[src/rtl/c1541_pkg.sv]
// Shared definitions for the 1541 SD-port sharing logic: arbiter states and
// fixed widths of the MiSTer SD block interface.
package c1541_pkg;

  localparam int unsigned MAX_DRIVES = 4;
  localparam int unsigned LBA_W      = 32;
  localparam int unsigned BUFF_AW    = 9;

  typedef enum logic [2:0] {
    StFlush,
    StIdle,
    StIssue,
    StXfer,
    StGap
  } arb_state_e;

endpackage

[src/rtl/c1541_rr_pick.sv]
// Combinational round-robin picker: returns the first requester at or after
// rr_ptr, wrapping modulo NDRIVES.
module c1541_rr_pick
  import c1541_pkg::*;
#(
  parameter int unsigned NDRIVES = 2,
  parameter int unsigned GW      = 2
) (
  input  logic [NDRIVES-1:0] req,
  input  logic [GW-1:0]      rr_ptr,
  output logic               any,
  output logic [GW-1:0]      idx
);

  localparam int unsigned NSLOT = 1 << GW;

  logic [NSLOT-1:0] req_pad;
  logic [GW-1:0]    cand;

  // Pad to a power of two so a GW-bit index always selects a real bit.
  for (genvar i = 0; i < NSLOT; i++) begin : g_slot
    if (i < NDRIVES) begin : g_drv
      assign req_pad[i] = req[i];
    end else begin : g_pad
      assign req_pad[i] = 1'b0;
    end
  end

  function automatic logic [GW-1:0] wrap_add(input logic [GW-1:0] base, input int unsigned off);
    int unsigned sum;
    sum = 32'(base) + off;
    if (sum >= NDRIVES) sum = sum - NDRIVES;
    return GW'(sum);
  endfunction

  // Scan from the far end back toward rr_ptr so the nearest hit is written last.
  always_comb begin
    any  = 1'b0;
    idx  = '0;
    cand = '0;
    for (int unsigned k = NDRIVES; k > 0; k--) begin
      cand = wrap_add(rr_ptr, k - 1);
      if (req_pad[cand]) begin
        any = 1'b1;
        idx = cand;
      end
    end
  end

endmodule

[src/rtl/c1541_sd_arbiter.sv]
// Shares the single MiSTer SD block port between several c1541_sd drives,
// granting one drive per transfer in round-robin order.
module c1541_sd_arbiter
  import c1541_pkg::*;
#(
  parameter int unsigned NDRIVES = 2,
  parameter int unsigned GW      = 2
) (
  input  logic                     clk32,
  input  logic                     reset,
  input  logic [NDRIVES*LBA_W-1:0] drv_lba,
  input  logic [NDRIVES-1:0]       drv_rd,
  input  logic [NDRIVES-1:0]       drv_wr,
  output logic [NDRIVES-1:0]       drv_ack,
  input  logic [NDRIVES*8-1:0]     drv_buff_din,
  output logic [BUFF_AW-1:0]       drv_buff_addr,
  output logic [7:0]               drv_buff_dout,
  output logic [NDRIVES-1:0]       drv_buff_wr,
  output logic [LBA_W-1:0]         sd_lba,
  output logic                     sd_rd,
  output logic                     sd_wr,
  input  logic                     sd_ack,
  input  logic [BUFF_AW-1:0]       sd_buff_addr,
  input  logic [7:0]               sd_buff_dout,
  output logic [7:0]               sd_buff_din,
  input  logic                     sd_buff_wr,
  output logic [GW-1:0]            grant,
  output logic                     busy
);

  localparam int unsigned NSLOT = 1 << GW;

  arb_state_e state_q, state_d;
  logic [GW-1:0]    grant_q, grant_d;
  logic [GW-1:0]    rr_ptr_q, rr_ptr_d;
  logic [LBA_W-1:0] lba_q, lba_d;
  logic             rd_q, rd_d;
  logic             wr_q, wr_d;

  logic [NDRIVES-1:0]          req;
  logic                        pick_any;
  logic [GW-1:0]               pick_idx;
  logic                        routed;
  logic [NSLOT-1:0]            rd_pad, wr_pad;
  logic [NSLOT-1:0][LBA_W-1:0] lba_pad;
  logic [NSLOT-1:0][7:0]       din_pad;

  assign req = drv_rd | drv_wr;

  c1541_rr_pick #(
    .NDRIVES (NDRIVES),
    .GW      (GW)
  ) u_rr_pick (
    .req    (req),
    .rr_ptr (rr_ptr_q),
    .any    (pick_any),
    .idx    (pick_idx)
  );

  // Per-drive views padded to NSLOT entries so grant/pick indices never run off the end.
  for (genvar i = 0; i < NSLOT; i++) begin : g_slot
    if (i < NDRIVES) begin : g_drv
      assign rd_pad[i]  = drv_rd[i];
      assign wr_pad[i]  = drv_wr[i];
      assign lba_pad[i] = drv_lba[LBA_W*i +: LBA_W];
      assign din_pad[i] = drv_buff_din[8*i +: 8];
      assign drv_ack[i]     = routed && (grant_q == GW'(i)) && sd_ack;
      assign drv_buff_wr[i] = routed && (grant_q == GW'(i)) && sd_buff_wr;
    end else begin : g_pad
      assign rd_pad[i]  = 1'b0;
      assign wr_pad[i]  = 1'b0;
      assign lba_pad[i] = '0;
      assign din_pad[i] = '0;
    end
  end

  always_comb begin
    state_d  = state_q;
    grant_d  = grant_q;
    rr_ptr_d = rr_ptr_q;
    lba_d    = lba_q;
    rd_d     = rd_q;
    wr_d     = wr_q;
    case (state_q)
      // Let a transfer that was running across reset drain before arbitrating.
      StFlush: begin
        if (!sd_ack) state_d = StIdle;
      end
      StIdle: begin
        if (pick_any) begin
          grant_d = pick_idx;
          lba_d   = lba_pad[pick_idx];
          wr_d    = wr_pad[pick_idx];
          rd_d    = rd_pad[pick_idx] & ~wr_pad[pick_idx];
          state_d = StIssue;
        end
      end
      StIssue: begin
        if (sd_ack) begin
          rd_d    = 1'b0;
          wr_d    = 1'b0;
          state_d = StXfer;
        end
      end
      StXfer: begin
        if (!sd_ack) begin
          lba_d    = '0;
          rr_ptr_d = (grant_q == GW'(NDRIVES - 1)) ? '0 : grant_q + 1'b1;
          state_d  = StGap;
        end
      end
      StGap: begin
        state_d = StIdle;
      end
      default: begin
        state_d = StFlush;
      end
    endcase
  end

  always_ff @(posedge clk32) begin
    if (reset) begin
      state_q  <= StFlush;
      grant_q  <= '0;
      rr_ptr_q <= '0;
      lba_q    <= '0;
      rd_q     <= 1'b0;
      wr_q     <= 1'b0;
    end else begin
      state_q  <= state_d;
      grant_q  <= grant_d;
      rr_ptr_q <= rr_ptr_d;
      lba_q    <= lba_d;
      rd_q     <= rd_d;
      wr_q     <= wr_d;
    end
  end

  assign routed        = (state_q == StIssue) || (state_q == StXfer);
  assign sd_buff_din   = routed ? din_pad[grant_q] : 8'h00;
  assign drv_buff_addr = sd_buff_addr;
  assign drv_buff_dout = sd_buff_dout;
  assign sd_lba        = lba_q;
  assign sd_rd         = rd_q;
  assign sd_wr         = wr_q;
  assign grant         = grant_q;
  assign busy          = (state_q != StIdle);

endmodule

[config.mk]
export PLATFORM = sky130hd
export DESIGN_NAME = c1541_sd_arbiter
export DESIGN_NICKNAME = d
export VERILOG_FILES = /design/src/rtl/c1541_pkg.sv /design/src/rtl/c1541_rr_pick.sv /design/src/rtl/c1541_sd_arbiter.sv
export SDC_FILE = /design/constraint.sdc
export NUM_CORES = 1
export LEC_CHECK = 0
export ABC_CLOCK_PERIOD_IN_PS = 1700
export BUFFER_PORTS_ARGS = -buffer_cell sky130_fd_sc_hd__clkbuf_2
export CORE_MARGIN = 2
export CORE_UTILIZATION = 39
export DETAILED_ROUTE_END_ITERATION = 7
export PLACE_DENSITY = 0.79
export RECOVER_POWER = 25
export REMOVE_ABC_BUFFERS = 1
export SKIP_LAST_GASP = 1
export SLEW_MARGIN = 20
export SYNTH_ARGS = -nofsm -noshare
export SYNTH_HDL_FRONTEND = slang
export SYNTH_SLANG_ARGS = --single-unit
[constraint.sdc]
create_clock -name clk32 -period 1.7 [get_ports clk32]
set_input_delay 0.17 -clock clk32 [delete_from_list [all_inputs] [get_ports clk32]]
set_output_delay 0.17 -clock clk32 [all_outputs]
set_load 0.01 [all_outputs]
== Word-level counts from Yosys, hierarchy flattened ==
Index checks and enable logic that the tools add are counted.

* Input port bits: 105
* Register bits after elaboration: 41
* Output and inout bits: 66

* $add $sub $neg: 4
* Bitwise logic cells: 4
* $lt $le $gt $ge: 6
* Equal/unequal tests: 10
* Reduce and logical (&&, ||, !) cells: 16
* Muxes and demuxes: 33

{| class="wikitable"
|+ Operators with widths
! kind !! count
|-
| two-way mux 32 bit || 3
|-
| binary-select mux 32 bit (select 2 bit) || 1
|-
| one-hot mux 32 bit (2 select lines) || 1
|-
| binary-select mux 8 bit (select 2 bit) || 1
|-
| two-way mux 8 bit || 2
|-
| one-hot mux 3 bit (5 select lines) || 1
|-
| less-than comparator 2 x 3 -> 1 bit (second input constant) || 4
|-
| two-way mux 3 bit || 4
|-
| two-way mux 2 bit || 5
|-
| two-way mux 1 bit || 9
|-
| binary-select mux 1 bit (select 2 bit) || 4
|-
| inequality test 2 bit (second input constant) || 4
|-
| equality test 3 x 2 -> 1 bit (second input constant) || 2
|-
| logical AND 1 bit || 6
|-
| AND reduction 3 bit || 2
|-
| one-hot mux 1 bit (2 select lines) || 2
|-
| AND reduction 2 bit || 2
|-
| AND reduction 4 bit || 1
|-
| nonzero test 2 bit || 2
|-
| subtractor 2 bit (second input constant) || 2
|-
| adder 2 x 1 -> 3 bit (second input constant) || 1
|-
| equality test 3 x 1 -> 1 bit (second input constant) || 1
|-
| equality test 3 bit (second input constant) || 1
|-
| greater-or-equal comparator 3 x 2 -> 1 bit (second input constant) || 1
|-
| 10 further kinds || 11
|}

== Longest topological paths before layout ==
* Depth after elaboration: 13
* Gate-level depth with buffers: 6
* Mapped depth without buffers: 4

== Modules after synthesis ==
Synthesis repeated with hierarchy kept, for this count alone.

* Cells, all modules: 229
* Area, all modules: 2461.1 um^2

{| class="wikitable"
|+ By module, submodules not included
! module !! cells an instance !! area each (um^2) !! instances
|-
| c1541_sd_arbiter || 223 || 2427.3 || 1
|-
| c1541_rr_pick || 6 || 33.8 || 1
|}

== Least setup slack after synthesis ==
OpenSTA, ideal clock, no wires.

* Path kind: flip-flop to flip-flop
* Start point: reg state_q[2]
* End point: reg grant_q[0], in the netlist grant[0]
* Slack: 0.169 ns
* Period minus slack after synthesis: 1.531 ns
* Stages on the path, launching flop included: 6
* Data arrival time: 1.466 ns
* Path buffers: 1
* Library setup time: 0.065 ns
* Cell sequence: dfxtp_1 buf_6 or3b_4 a21oi_4 mux2_2 nor2_1

* Longest elaborated chain between the ends: 2

{| class="wikitable"
|+ RTL lines
! item !! RTL line !! text
|-
| start: declaration || c1541_sd_arbiter.sv:33 || <nowiki>arb_state_e state_q, state_d;</nowiki>
|-
| start signal: assignment || c1541_sd_arbiter.sv:123 || <nowiki>state_q <= StFlush;</nowiki>
|-
| start signal: assignment || c1541_sd_arbiter.sv:130 || <nowiki>state_q <= state_d;</nowiki>
|-
| equality test 3 x 1 -> 1 bit || c1541_sd_arbiter.sv:84 || <nowiki>case (state_q)</nowiki>
|-
| AND reduction 2 bit (no source line) || -- ||
|-
| end signal: assignment || c1541_sd_arbiter.sv:131 || <nowiki>grant_q <= grant_d;</nowiki>
|-
| end: declaration || c1541_sd_arbiter.sv:34 || <nowiki>logic [GW-1:0] grant_q, grant_d;</nowiki>
|}

Every way passes these cells.
A chain may end at the register's enable or synchronous reset.

== Worst setup path in the final report ==
* Start point: reg state_q[2]
* End point: out sd_buff_din[0]

* Longest elaborated chain between the ends: 3

{| class="wikitable"
|+ RTL lines
! item !! RTL line !! text
|-
| equality test 3 x 2 -> 1 bit || c1541_sd_arbiter.sv:139 || <nowiki>assign routed = (state_q == StIssue) || (state_q == StXfer);</nowiki>
|-
| logical OR 1 bit (*) || c1541_sd_arbiter.sv:139 ||
|-
| two-way mux 8 bit (*) || c1541_sd_arbiter.sv:140 || <nowiki>assign sd_buff_din = routed ? din_pad[grant_q] : 8'h00;</nowiki>
|-
| end: declaration || c1541_sd_arbiter.sv:25 || <nowiki>output logic [7:0] sd_buff_din,</nowiki>
|}

Every way passes the cells marked *; elsewhere a longest branch is shown, timed or not.

==> reports/results.tsv <==
stage	metric	value	unit
synth	synth-seq-cells	41	
sta	rsz0062_at_grt	yes	
synth	ys_top_cells_by_area	dfxtp_1 39%, mux2i_1 15%, o2bb2ai_1 14%	
synth	synth_warnings	0	
floorplanning	start_util	0.4090	
place	io_buffer_count	136	
setup_path	regToRegStartpoint	state_q[0]	
synth	ys_types	35	
global_routing	grt_pass1_vias	1872	
sta	setup_viol	0	
floorplanning	rows	26	
cells_and_area	fill_cells	456	
synth	synth_top_area_cell	dfxtp_1	
route	wl_met2	2564	um
setup_path	ff2ff_setup_slack	0.10	ns
clock_network	h-tree-depth	2	
route	dr_total_vias	1977	
place	place_congestion	0.7992	
route	wl_per_cell	14.24	um
route	drt_iter0_drc	84	
setup_path	crit_path_end_kind	output pin	
place	placed_cell_area	0.002780	sq mm
setup_path	cp.depth	5	
global_routing	grt_start_max_net_pins	33	
global_routing	grt.total_usage	0.1855	
clock_network	clk_path_buf_depth	2	
sta	worst_slew_pin_slew	0.3190	ns
global_routing	grt_overflow_total	0	
synth	syn-instance-count	197	
run	drv_cap	0	
route	viasPerCell	5.005	
sta	min_period_over_period	0.9754	
floorplanning	die_w	77.42	um
synth	ys_seq_area_frac	0.3905	
sta	slew_headroom	0.7874	
clock_network	path_clk_slew	0.08	ns
sta	finalSetupTns	0	ns
cells_and_area	areaGrowthSynthToFinish	39.46	%
setup_path	path_delay_family	buffers and inverters	
floorplanning	ios	171	
cells_and_area	final_cell_area	0.002932	sq mm
synth	yosys_most_used_dff	dfxtp_1	
power	leakage	1.508	nW
floorplanning	die_height	77.42	um
route	route.met3.wl	687	um
setup_path	cp-startpoint	state_q[2]	
place	dp.final_hpwl	4401	um
clock_network	cts_tree	done	
setup_path	max_stage_delay	0.33	ns
setup_path	arrival	1.49	ns
cells_and_area	diodes	0	
setup_path	worstRegToRegCells	4	
cells_and_area	finalNetCount	429	
setup_path	cp_num_buf_inv	3	
hold_path	hp-class	in2reg	
setup_path	worstReg2RegEnd	grant[0]	
synth	synth-async-reset-ratio	0	
clock_network	cts_hold_buf	0	
sta	slew_viol_final	0	
synth	yosysMostFrequentCell	dfxtp_1	
route	wirelength	5625	um
setup_path	crit_slowest_cell	dfxtp_2	
setup_path	crit_path_cell_trace	buf_6, nor4b_4, buf_4, a22o_1, buf_2	
floorplanning	dieArea	0.005993	sq mm
route	dr.pass1.iters	4	
outcome	status	completed	
cells_and_area	drive_above_1_share	0.5077	
synth	synth_top_area_frac	0.3905	
sta	post-route-min-period	1.658	ns
clock_network	clock-sinks	41	
setup_path	worstPathRequired	1.53	ns
sta	hold_viol	0	
route	wl_met1	2319	um
synth	yosys-top-cells-count	41 x dfxtp_1, 34 x o2bb2ai_1, 32 x mux2i_1	
synth	synth_enable_flop_cells	0	
route	drc	0	
setup_path	critPathKind	reg2out	
floorplanning	core_area	0.005140	sq mm
route	antenna_left	0	
setup_path	critPathLaunchType	flip-flop	
clock_network	clk_latency	0.28	ns
global_routing	antenna_found_initial	0	
synth	netlist_area	0.002102	sq mm
clock_network	cts_buffers	5	
sta	skew	0.005840	ns
sta	max_freq	603.1	MHz
clock_network	clock-root-buffer	clkbuf_8	
synth	syn_area_per_cell	10.67	sq um
sta	finalHoldWorstSlack	0.1482	ns
route	highest_layer	met4	
power	vdd_drop_max	0.4359	mV
global_routing	grt_pass1_wl	8804	um
setup_path	crit_fanout	6	
power	power.density	827.4	mW/mm^2
setup_path	cp-endpoint	sd_buff_din[0]	
## placed cells by master (no fill, tap or decap), types with 2 or more instances in the layout
cell | Yosys | routed
buf_2 | 7 | 8
a22o_1 | 8 | 8
dfxtp_2 | 0 | 3
inv_1 | 3 | 3
o21ai_0 | 3 | 3
nor3b_1 | 3 | 3
mux2i_1 | 32 | 32
nand2_1 | 3 | 3
nor2_1 | 7 | 7
nand2b_1 | 2 | 2
nand4b_1 | 2 | 2
a211oi_1 | 3 | 3
o2bb2ai_1 | 34 | 33
buf_12 | 0 | 2
clkbuf_8 | 0 | 6
clkbuf_2 | 0 | 121
buf_6 | 4 | 2
dfxtp_1 | 41 | 38
a31oi_1 | 2 | 2
nor2b_1 | 2 | 2
buf_4 | 17 | 9
clkbuf_1 | 1 | 8
and2_1 | 6 | 6
## worst register-to-register path, delay by kind of cell (launching register included)
family           cells  cell delay (ns)
multiplexers         1             0.37
flip-flops           1             0.38
AND/OR/NAND/NOR      2             0.51
AO/OA/AOI/OAI        1             0.28
## worst min path at each step
stage	end	start	depth (start not counted)
floorplan	sd_rd	reset	1
global placement	drv_buff_addr[8]	sd_buff_addr[8]	0
detailed placement	drv_buff_addr[8]	sd_buff_addr[8]	0
CTS	sd_lba[0]	drv_lba[32]	3
global route	sd_lba[13]	drv_lba[45]	3
finish	sd_lba[9]	drv_lba[41]	3
## cells by family (layout without fill, tap and decap cells)
group | after synthesis | in the layout | share of synthesized area
AO/OA/AOI/OAI | 57 | 57 | 0.2339
AND/OR/NAND/NOR | 34 | 34 | 0.1119
multiplexers | 33 | 33 | 0.1577
buffers and inverters | 32 | 160 | 0.1059
flip-flops | 41 | 41 | 0.3905
## routing by layer
layer / GRT usage / vias to the layer above
li1: - / 983
met1: 0.2149 / 890
met2: 0.2791 / 98
met3: 0.1186 / 6
met4: 0.06071 / 0
met5: 0 / -
## registers in the layout, indices dropped and copies added, names as in the netlist
name,count
sd_rd,1
grant,2
sd_wr,1
sd_lba,32
rr_ptr_q,2
state_q,3
## through the flow
| stage | setup WS [ns] | cells | util | total power (W) |
|---|---|---|---|---|
| after floorplan | -0.3447 | 168 | - | 0.001367 |
| after global placement | 0.2004 | 385 | 0.5409 | 0.001636 |
| after detailed placement | 0.1213 | 385 | 0.5409 | 0.001649 |
| after CTS | 0.006873 | 394 | 0.5665 | 0.002450 |
| after global routing | -0.02679 | 395 | 0.5704 | 0.002559 |
| final | 0.04190 | 395 | 0.5704 | 0.002426 |
## layout make-up
| class | instances | area, sq um | area share |
|---|---|---|---|
| clock buffers | 7 | 86.33 | 0.02945 |
| multi-input cells | 124 | 1090 | 0.3717 |
| clock inverters | 1 | 30.03 | 0.01024 |
| inverters | 3 | 11.26 | 0.003841 |
| flip-flops and latches | 41 | 824.5 | 0.2813 |
| repair buffers | 149 | 802.0 | 0.2736 |
| well taps | 70 | 87.58 | 0.02988 |
## report_power, final
part | total (W) | switching, W | internal [W]
clock | 0.000793 | 0.000315 | 0.000479
combinational | 0.000557 | 0.000272 | 0.000284
sequential | 0.00108 | 0.0000421 | 0.00103
## timing repair
item,4_1_cts,5_1_grt
gates cloned,1,0
resized for setup,3,14
pin swaps,1,4
setup endpoints to repair,4,13
buffers inserted,0,1
endpoints found under the hold margin,0,0
Note: power is estimated with default switching activity, not from simulation.
